## config.mk

```make
export PLATFORM = sky130hd
export DESIGN_NAME = lsu_unit_flat
export DESIGN_NICKNAME = d
export VERILOG_FILES = /design/src/rtl/lsu_unit_if.sv /design/src/rtl/lsu_unit.sv /design/src/flat_wrapper.sv
export SDC_FILE = /design/constraint.sdc
export NUM_CORES = 1
export LEC_CHECK = 0
export CAP_MARGIN = 20
export CORE_ASPECT_RATIO = 0.9
export CORE_MARGIN = 1.5
export CORE_UTILIZATION = 49
export CTS_BUF_LIST = sky130_fd_sc_hd__clkbuf_2
export DETAILED_ROUTE_END_ITERATION = 16
export GPL_TIMING_DRIVEN = 0
export PLACE_DENSITY_LB_ADDON = 0.2
export SLEW_MARGIN = 20
export SYNTH_ARGS = -nofsm -noshare
export SYNTH_HDL_FRONTEND = slang
export SYNTH_SLANG_ARGS = --single-unit
export TNS_END_PERCENT = 100
```

## constraint.sdc

```tcl
create_clock -name clk -period 2.2 [get_ports clk]
set_input_delay 0.44 -clock clk [delete_from_list [all_inputs] [get_ports clk]]
set_output_delay 0.44 -clock clk [all_outputs]
set_load 0.01 [all_outputs]
```

## src/rtl/lsu_unit_if.sv

```systemverilog
// rtl/lsu_unit_if.sv - data-memory request/ready bus between the LSU and memory
//
// Signals:
//   req    LSU -> mem  request, held until ready or timeout abort
//   we     LSU -> mem  write enable, stable while req
//   addr   LSU -> mem  word-aligned byte address
//   wdata  LSU -> mem  lane-replicated store data
//   wstrb  LSU -> mem  byte strobes, 0000 for loads
//   ready  mem -> LSU  accept/complete; rdata valid in the same cycle
//   rdata  mem -> LSU  read word
// Modports: master (LSU side), slave (memory side).

interface lsu_unit_if;
  logic        req;
  logic        we;
  logic [31:0] addr;
  logic [31:0] wdata;
  logic [3:0]  wstrb;
  logic        ready;
  logic [31:0] rdata;

  modport master (
    output req, we, addr, wdata, wstrb,
    input  ready, rdata
  );

  modport slave (
    input  req, we, addr, wdata, wstrb,
    output ready, rdata
  );
endinterface

```

## src/rtl/lsu_unit.sv

```systemverilog
// rtl/lsu_unit.sv - load/store unit: one aligned data-memory transaction per start
//
// Ports:
//   clk, rst_n       clock, asynchronous active-low reset
//   start            launch request, sampled only in IDLE
//   is_store         1 = store, 0 = load (sampled with start)
//   funct3           RV32I load/store width/sign code (sampled with start)
//   addr             byte effective address (sampled with start)
//   wdata            store data (sampled with start)
//   busy             high whenever not IDLE
//   done             one-cycle completion pulse
//   fault            misaligned / illegal funct3 / timeout, valid with done
//   rdata_out        extended load result, valid with done, held until next done
//   mem              lsu_unit_if master port to data memory
// Parameter TIMEOUT: REQ cycles without ready before aborting; 0 disables.

module lsu_unit #(
  parameter int unsigned TIMEOUT = 255
) (
  input  logic        clk,
  input  logic        rst_n,
  input  logic        start,
  input  logic        is_store,
  input  logic [2:0]  funct3,
  input  logic [31:0] addr,
  input  logic [31:0] wdata,
  output logic        busy,
  output logic        done,
  output logic        fault,
  output logic [31:0] rdata_out,
  lsu_unit_if.master  mem
);

  typedef enum logic [1:0] {IDLE, REQ, RESP} state_t;

  state_t      state, state_n;
  logic [31:0] cnt, cnt_n;
  logic        store_q, store_n;
  logic [2:0]  f3_q, f3_n;
  logic [1:0]  off_q, off_n;

  logic        busy_n, done_n, fault_n;
  logic [31:0] rdata_n;
  logic        req_n, we_n;
  logic [31:0] addr_n, wdata_n;
  logic [3:0]  wstrb_n;

  logic        f3_ok, aligned, legal;
  logic [31:0] fmt_wdata;
  logic [3:0]  fmt_wstrb;
  logic [31:0] shifted, load_val;

  // Legality of the request presented with start.
  always_comb begin
    f3_ok = 1'b0;
    case (funct3)
      3'b000, 3'b001, 3'b010: f3_ok = 1'b1;
      3'b100, 3'b101:         f3_ok = !is_store;
      default:                f3_ok = 1'b0;
    endcase
    aligned = 1'b1;
    case (funct3[1:0])
      2'b01:   aligned = !addr[0];
      2'b10:   aligned = (addr[1:0] == 2'b00);
      default: aligned = 1'b1;
    endcase
    legal = f3_ok && aligned;
  end

  // Store lane replication; memory picks the lane via the strobes.
  always_comb begin
    fmt_wdata = wdata;
    fmt_wstrb = 4'b1111;
    case (funct3[1:0])
      2'b00: begin
        fmt_wdata = {4{wdata[7:0]}};
        fmt_wstrb = 4'b0001 << addr[1:0];
      end
      2'b01: begin
        fmt_wdata = {2{wdata[15:0]}};
        fmt_wstrb = 4'b0011 << addr[1:0];
      end
      default: begin
        fmt_wdata = wdata;
        fmt_wstrb = 4'b1111;
      end
    endcase
  end

  // Load lane select and extension, using the offset latched at start.
  always_comb begin
    shifted  = mem.rdata >> {off_q, 3'b000};
    load_val = mem.rdata;
    case (f3_q)
      3'b000:  load_val = {{24{shifted[7]}}, shifted[7:0]};
      3'b001:  load_val = {{16{shifted[15]}}, shifted[15:0]};
      3'b100:  load_val = {24'd0, shifted[7:0]};
      3'b101:  load_val = {16'd0, shifted[15:0]};
      default: load_val = mem.rdata;
    endcase
  end

  // Next-state and next-output logic; every output is registered below.
  always_comb begin
    state_n = state;
    cnt_n   = cnt;
    store_n = store_q;
    f3_n    = f3_q;
    off_n   = off_q;
    done_n  = 1'b0;
    fault_n = 1'b0;
    rdata_n = rdata_out;
    req_n   = mem.req;
    we_n    = mem.we;
    addr_n  = mem.addr;
    wdata_n = mem.wdata;
    wstrb_n = mem.wstrb;

    case (state)
      IDLE: begin
        if (start) begin
          store_n = is_store;
          f3_n    = funct3;
          off_n   = addr[1:0];
          if (legal) begin
            state_n = REQ;
            cnt_n   = 32'd0;
            req_n   = 1'b1;
            we_n    = is_store;
            addr_n  = {addr[31:2], 2'b00};
            wdata_n = fmt_wdata;
            wstrb_n = is_store ? fmt_wstrb : 4'b0000;
          end else begin
            state_n = RESP;
            done_n  = 1'b1;
            fault_n = 1'b1;
            rdata_n = 32'd0;
          end
        end
      end
      REQ: begin
        // ready is checked first so it wins over a simultaneous timeout.
        if (mem.ready) begin
          state_n = RESP;
          req_n   = 1'b0;
          we_n    = 1'b0;
          done_n  = 1'b1;
          rdata_n = store_q ? 32'd0 : load_val;
        end else if (TIMEOUT != 0 && cnt == 32'(TIMEOUT - 1)) begin
          // cnt counts earlier ready-less REQ cycles, so this is the TIMEOUT-th one.
          state_n = RESP;
          req_n   = 1'b0;
          we_n    = 1'b0;
          done_n  = 1'b1;
          fault_n = 1'b1;
          rdata_n = 32'd0;
        end else begin
          cnt_n = cnt + 32'd1;
        end
      end
      RESP: begin
        state_n = IDLE;
      end
      default: begin
        state_n = IDLE;
      end
    endcase

    busy_n = (state_n != IDLE);
  end

  always_ff @(posedge clk or negedge rst_n) begin
    if (!rst_n) begin
      state     <= IDLE;
      cnt       <= 32'd0;
      store_q   <= 1'b0;
      f3_q      <= 3'd0;
      off_q     <= 2'd0;
      busy      <= 1'b0;
      done      <= 1'b0;
      fault     <= 1'b0;
      rdata_out <= 32'd0;
      mem.req   <= 1'b0;
      mem.we    <= 1'b0;
      mem.addr  <= 32'd0;
      mem.wdata <= 32'd0;
      mem.wstrb <= 4'd0;
    end else begin
      state     <= state_n;
      cnt       <= cnt_n;
      store_q   <= store_n;
      f3_q      <= f3_n;
      off_q     <= off_n;
      busy      <= busy_n;
      done      <= done_n;
      fault     <= fault_n;
      rdata_out <= rdata_n;
      mem.req   <= req_n;
      mem.we    <= we_n;
      mem.addr  <= addr_n;
      mem.wdata <= wdata_n;
      mem.wstrb <= wstrb_n;
    end
  end

endmodule

```

## src/flat_wrapper.sv

```systemverilog
// flat-port wrapper written by rule: the top's interface ports become plain ports
module lsu_unit_flat 
#(
  parameter int unsigned TIMEOUT = 255
)
  (clk, rst_n, start, is_store, funct3, addr, wdata, busy, done, fault, rdata_out, mem_req, mem_we, mem_addr, mem_wdata, mem_wstrb, mem_ready, mem_rdata);
  lsu_unit_if mem_i ();
  input  logic clk;
  input  logic rst_n;
  input  logic start;
  input  logic is_store;
  input  logic [2:0] funct3;
  input  logic [31:0] addr;
  input  logic [31:0] wdata;
  output logic busy;
  output logic done;
  output logic fault;
  output logic [31:0] rdata_out;
  output wire logic [$bits(mem_i.req)-1:0] mem_req;
  output wire logic [$bits(mem_i.we)-1:0] mem_we;
  output wire logic [$bits(mem_i.addr)-1:0] mem_addr;
  output wire logic [$bits(mem_i.wdata)-1:0] mem_wdata;
  output wire logic [$bits(mem_i.wstrb)-1:0] mem_wstrb;
  input wire logic [$bits(mem_i.ready)-1:0] mem_ready;
  input wire logic [$bits(mem_i.rdata)-1:0] mem_rdata;
  assign mem_req = mem_i.req;
  assign mem_we = mem_i.we;
  assign mem_addr = mem_i.addr;
  assign mem_wdata = mem_i.wdata;
  assign mem_wstrb = mem_i.wstrb;
  assign mem_i.ready = mem_ready;
  assign mem_i.rdata = mem_rdata;
  lsu_unit #(.TIMEOUT(TIMEOUT)) u_core (.clk(clk), .rst_n(rst_n), .start(start), .is_store(is_store), .funct3(funct3), .addr(addr), .wdata(wdata), .busy(busy), .done(done), .fault(fault), .rdata_out(rdata_out), .mem(mem_i));
endmodule
```

# ---- Yosys cells after proc, flatten, opt, wreduce, memory -nomap -nowiden
# Index checks and enable logic that the tools add are counted.
dict set report totals {
  input_bits 104
  output_inout_bits 105
  regBits 143
}
dict set report op_classes {
  mux 37
  n_eq_ne 17
  shifts 3
  reduce_logical 17
  addsub 1
}
# operator n
set op_table {}
lappend op_table {{two-way mux 32 bit} 9}
lappend op_table {{one-hot mux 32 bit (2 select lines)} 3}
lappend op_table {{one-hot mux 32 bit (4 select lines)} 1}
lappend op_table {{adder 32 x 1 -> 32 bit, second input constant} 1}
lappend op_table {{equality test 32 x 8 -> 1 bit, second input constant} 1}
lappend op_table {{right shift 32 x 5 -> 16 bit} 1}
lappend op_table {{equality test 3 bit, second input constant} 4}
lappend op_table {{one-hot mux 1 bit (2 select lines)} 6}
lappend op_table {{two-way mux 1 bit} 11}
lappend op_table {{two-way mux 2 bit} 4}
lappend op_table {{!= test 2 bit, second input constant} 4}
lappend op_table {{one-hot mux 4 bit (2 select lines)} 1}
lappend op_table {{AND reduction 4 bit} 2}
lappend op_table {{equality test 3 x 1 -> 1 bit, second input constant} 2}
lappend op_table {{logical NOT 2 bit} 3}
lappend op_table {{logical NOT 3 bit} 2}
lappend op_table {{AND reduction 5 bit} 1}
lappend op_table {{equality test 2 x 1 -> 1 bit, second input constant} 2}
lappend op_table {{two-way mux 4 bit} 1}
lappend op_table {{one-hot mux 2 bit (2 select lines)} 1}
lappend op_table {{nonzero test 2 bit} 2}
lappend op_table {{<< shifter 1 x 2 -> 4 bit, first input constant} 1}
lappend op_table {{<< shifter 2 x 2 -> 4 bit, first input constant} 1}
lappend op_table {{equality test 3 x 2 -> 1 bit, second input constant} 1}
lappend op_table {{other kinds (9)} 10}

# ---- Longest topological paths before layout
dict set report logic_depth {
  depth_word 8
  ltp_mapped 11
  mapped_depth_nobuf 7
}

# ---- Worst setup path after synthesis
# No wires, ideal clock.
dict set report synth_timing {
  kind {input to register}
  from {input port funct3[1]}
  to {register u_core.cnt[9]}
  setup_slack_ns -0.214
  path_stages 9
  required_time_ns 2.133
  t_arrival_ns 2.347
  setup_ns 0.067
  path_buffers 2
  path_cell_list {clkbuf_1 inv_1 ha_1 nand2b_1 a32oi_1 and2_1 buf_2 or4b_2 nand2_1}
}
dict set report synth_between {
  elab_chain_cells 6
}
# element line
set synth_lines {}
lappend synth_lines {{start, declared} flat_wrapper.sv:12} ;# input logic [2:0] funct3;
lappend synth_lines {{equality test 3 x 1 -> 1 bit (tied with other cells)} lsu_unit.sv:56} ;# case (funct3)
lappend synth_lines {{OR reduction 3 bit / OR reduction 2 bit (equally long branches)} lsu_unit.sv:56}
lappend synth_lines {{one-hot mux 1 bit (2 select lines)} lsu_unit.sv:56}
lappend synth_lines {{logical AND 1 bit (*)} lsu_unit.sv:67} ;# legal = f3_ok && aligned;
lappend synth_lines {{!= test 2 x 1 -> 1 bit (no line) (*)} --}
lappend synth_lines {{AND reduction 5 bit (no line) (*)} --}
lappend synth_lines {{end signal, assigned} lsu_unit.sv:190} ;# cnt <= cnt_n;
lappend synth_lines {{end, declared} lsu_unit.sv:37} ;# logic [31:0] cnt, cnt_n;
# Every way passes the cells marked *; elsewhere a longest branch is shown, timed or not.
# A chain may end at the register's enable or synchronous reset.

# ---- Final worst setup path
dict set report layout_timing {
  from {register u_core.cnt[1]}
  to {register u_core.cnt[9]}
}
dict set report layout_between {
  elab_chain_cells 4
}
# element line
set layout_lines {}
lappend layout_lines {{adder 32 x 1 -> 32 bit} lsu_unit.sv:158} ;# cnt_n = cnt + 32'd1;
lappend layout_lines {{two-way mux 32 bit} lsu_unit.sv:149} ;# end else if (TIMEOUT != 0 && cnt == 32'(TIMEOUT - 1)) begin
lappend layout_lines {{two-way mux 32 bit} lsu_unit.sv:143} ;# if (mem.ready) begin
lappend layout_lines {{one-hot mux 32 bit (2 select lines)} lsu_unit.sv:119} ;# case (state)
# Several ways; a longest one is shown, not always the timed one. The select of a mux whose other input is x is not followed.

==> implementation parameters <==
Parameter                              Value

Die
  IO Pins ... 209
  Placeable Area ... 0.0135 mm^2
  Row cnt ... 40
  Total die area ... 0.0147 mm^2
  Die Width ... 128 um
  Starting Density ... 50.8%
  Height of the die ... 115 um

Placed design
  Placement Cell Area ... 0.00918 mm^2
  I/O Buffers ... 206
  Detailed Place HPWL ... 15,000 um
  Placer's final routability congestion estimate ... 0.882

Power and ir drop
  Final Total Pwr ... 8500 uW
  Leak pwr ... 0.00533 uW
  Largest vdd supply drop ... 618 uV
  Ratio of total power to cell area ... 854 mW/mm^2

Logic synthesis
  Mapped Area ... 0.00686 mm^2
  Sequential-to-total area share from yosys stat ... 52.1%
  Yosys synthesis warning count ... 0
  Count of cell types in the netlist ... 66
  Instance count of the mapped netlist ... 715
  Flip-flop and latch count after synthesis ... 143
  Most common flop cell mapped by yosys ... sky130_fd_sc_hd__dfrtp_1
  Number of enable flip-flop cells after synthesis ... 0
  Mean instance size in the synthesized netlist ... 9.60 um^2
  Fraction of synthesis flops using an asynchronous set or reset pin ... 100%

Timing
  Time the worst path needs with I/O delays and setup ... 2140 ps
  # setup viols final ... 0
  Final Hold Fails ... 0
  Transition at the pin with the smallest max-transition slack ... 654 ps
  Worst slew slack as a fraction of its limit ... 56.4%
  Share of the cycle needed by the critical path after routing ... 97.3%
  Clock Skew ... 31.5 ps
  Slew Viols, Final ... 0
  Maximum achievable frequency ... 467 MHz

Routing
  Vias/cell ... 5.61
  Iteration count of the initial detailed-routing pass ... 5
  Drt drc ... 0
  Iteration-0 DRC count of the detailed router ... 632
  Detailed-route wire length per cell ... 18.2 um
  Total Wirelength ... 21,200 um
  Count of nets left with antenna violations after detail routing ... 0
  Via total after detailed routing ... 6,536

Clock network
  H-tree depth reported by CTS ... 4
  Clock tree from TritonCTS ... done
  Latest clock arrival within the worst-skew pair ... 760 ps
  Cts bufs inserted ... 17
  Cell chosen for the clock root ... sky130_fd_sc_hd__clkbuf_2
  Worst-case clock buffer depth ... 2
  Clock Pin Slew Worst Setup and Hold Paths ... 220 ps
  Clock Sinks ... 143

Cells and area
  Layout cell share with drive strength beyond 1 ... 12.9%
  Final #Nets ... 1,093
  Layout-stage area growth over the synthesis result ... 44.9%
  Top library cells by usage in the layout, fill and taps aside ... 168 x sky130_fd_sc_hd__nand2_1, 143 x sky130_fd_sc_hd__dfrtp_1, 116 x sky130_fd_sc_hd__clkdlybuf4s50_1, 63 x sky130_fd_sc_hd__nor2_1, 62 x sky130_fd_sc_hd__dlymetal6s2s_1
  Most frequent standard cell in the layout excluding fill and tap cells ... sky130_fd_sc_hd__nand2_1
  Finished Cell Area ... 0.00995 mm^2

Global route
  Via count of the first global-routing pass ... 6,428
  Global-route wire length before repair ... 33,100 um
  Largest net degree at the start of global routing ... 84
  Tot GR Track Use ... 28.9%
  Number of antenna violations at the first check in global routing ... 1
  GRT overflow ... 0

Worst setup path
  CP Class ... reg -> reg
  Crit path largest cell delay ... 610 ps
  Endpoint required time on the critical path ... 2890 ps
  Type of destination of the critical path ... flip-flop
  Startpoint kind of the worst setup timing path ... flip-flop
  Biggest fanout along the worst timing path ... 6
  Crit path arrival time ... 2830 ps
  Sequence of cells on the critical path ... ha_1, nor4b_2, nand4_1, nor3_4, buf_4, buf_12, or4b_2, nand2_1
  Critical-path top delay cell ... sky130_fd_sc_hd__or4b_2

Worst hold path
  Worst min path class ... in -> async

Outcome
  Outcome ... finished, final reports clean

Job
  Reported max-cap violation count ... 0
sequential cells by signal, summed over array words and instances (netlist names):
name / cells
u_core.mem.req: 1
u_core.mem.wdata: 32
u_core.f3_q: 3
u_core.busy: 1
u_core.mem.addr: 30
u_core.cnt: 32
u_core.done: 1
u_core.fault: 1
u_core.mem.we: 1
u_core.state: 2
u_core.rdata_out: 32
u_core.off_q: 2
u_core.store_q: 1
u_core.mem.wstrb: 4
kinds of logic after synthesis:
kind of cell / Yosys count / synth area share, %
AO/OA/AOI/OAI: 143 / 14.4
XOR/XNOR: 12 / 1.53
adder cells (fa/ha/maj): 5 / 0.911
buffers and inverters: 59 / 4.03
flip-flops: 143 / 52.1
multiplexers: 27 / 4.23
other: 1 / 0.0546
AND/OR/NAND/NOR: 325 / 22.7
through the flow:
| stage | util [%] | TNS [ps] | hold WS (ps) | worst slack [ps] | cells |
|---|---|---|---|---|---|
| finish | 73.6 | 0 | 157 | 59.7 | 1166 |
| global route | 73.6 | -503 | 98.9 | -66.2 | 1166 |
| CTS | 69.9 | 0 | 127 | 0.00977 | 1127 |
| detailed placement | 67.9 | -103010 | 406 | -1010 | 1091 |
| global placement | 67.7 | -787670 | 460 | -4860 | 1090 |
| floorplan | - | 0 | 144 | 49.5 | 716 |
cells in the mapped netlist, drive strengths merged (2+ instances only):
cell type  number  area share [%]
a21o            2            0.22
a21oi          19             1.4
a221o           7             1.0
a221oi          8             1.0
a22o           10             1.3
a22oi           8            0.87
a31oi           8            0.73
and2            2            0.20
and3            2            0.22
and4            5            0.67
buf            20             1.7
clkbuf         23             1.4
dfrtp         143              52
ha              5            0.91
inv            16            0.87
mux2            6            0.98
mux2i          20             2.9
nand2         169             9.3
nand2b          5            0.46
nand3          12            0.87
nand4           9             1.1
nor2           63             3.4
nor2b          19             1.7
nor3           10            0.80
nor3b           4            0.58
nor4            8             1.0
nor4b           3            0.60
o211ai          2            0.22
o21a            2            0.22
o21ai          43             3.1
o2bb2ai        23             2.9
o31ai           6            0.66
or3             6            0.66
or4             3            0.33
xnor2           7            0.89
xor2            5            0.64
critical path, delay by kind of cell, from the launching register on:
family / cells / cell delay, ps
buffers and inverters: 2 / 280
AND/OR/NAND/NOR: 5 / 1160
flip-flops: 1 / 460
adder cells (fa/ha/maj): 1 / 210
final cells by class:
| type | instances | area [um^2] |
|---|---|---|
| antenna | 1 | 2.50 |
| clock inverter | 15 | 146 |
| clock buffer | 17 | 85.1 |
| sequential | 143 | 3580 |
| buffer | 43 | 235 |
| tap | 168 | 210 |
| inverter | 16 | 60.1 |
| multi-input combinational | 514 | 3080 |
| fill | 987 | 3570 |
| timing repair buffer | 249 | 2550 |
power by group:
part / switching [uW] / leakage, uW / internal, uW
registers: 386 / 0.00185 / 3260
clock network: 1020 / 0.000137 / 514
logic: 1620 / 0.00334 / 1700
final timing paths:
kind,from,end,slack [ps],depth (start not counted)
setup reg to reg,u_core.cnt[1],u_core.cnt[9],60,8
setup / recovery,u_core.cnt[1],u_core.cnt[9],60,8
max in group asynchronous,rst_n,u_core.cnt[9],1250,3
min in group clk,addr[30],u_core.mem.addr[30],190,3
hold / removal,rst_n,u_core.rdata_out[17],160,2
hold reg to reg,u_core.mem.wdata[7],u_core.mem.wdata[7],500,2
per-layer routing:
layer	up-vias	GRT usage, %	part of all wire, %	routed length [um]
li1	3032	-	-	-
met1	3167	37.1	42	8940
met2	291	45.8	47	10000
met3	46	9.03	8.3	1770
met4	0	12.1	2.4	517
met5	-	0	0	0
timing repair:
item	in CTS	in global routing
resized for setup	34	75
setup endpoints to repair	79	145
hold endpoints to repair	63	0
setup buffers	3	38
pin swaps	2	6
hold buffers	1	0
No activity file was read; power rests on OpenSTA's default activity.
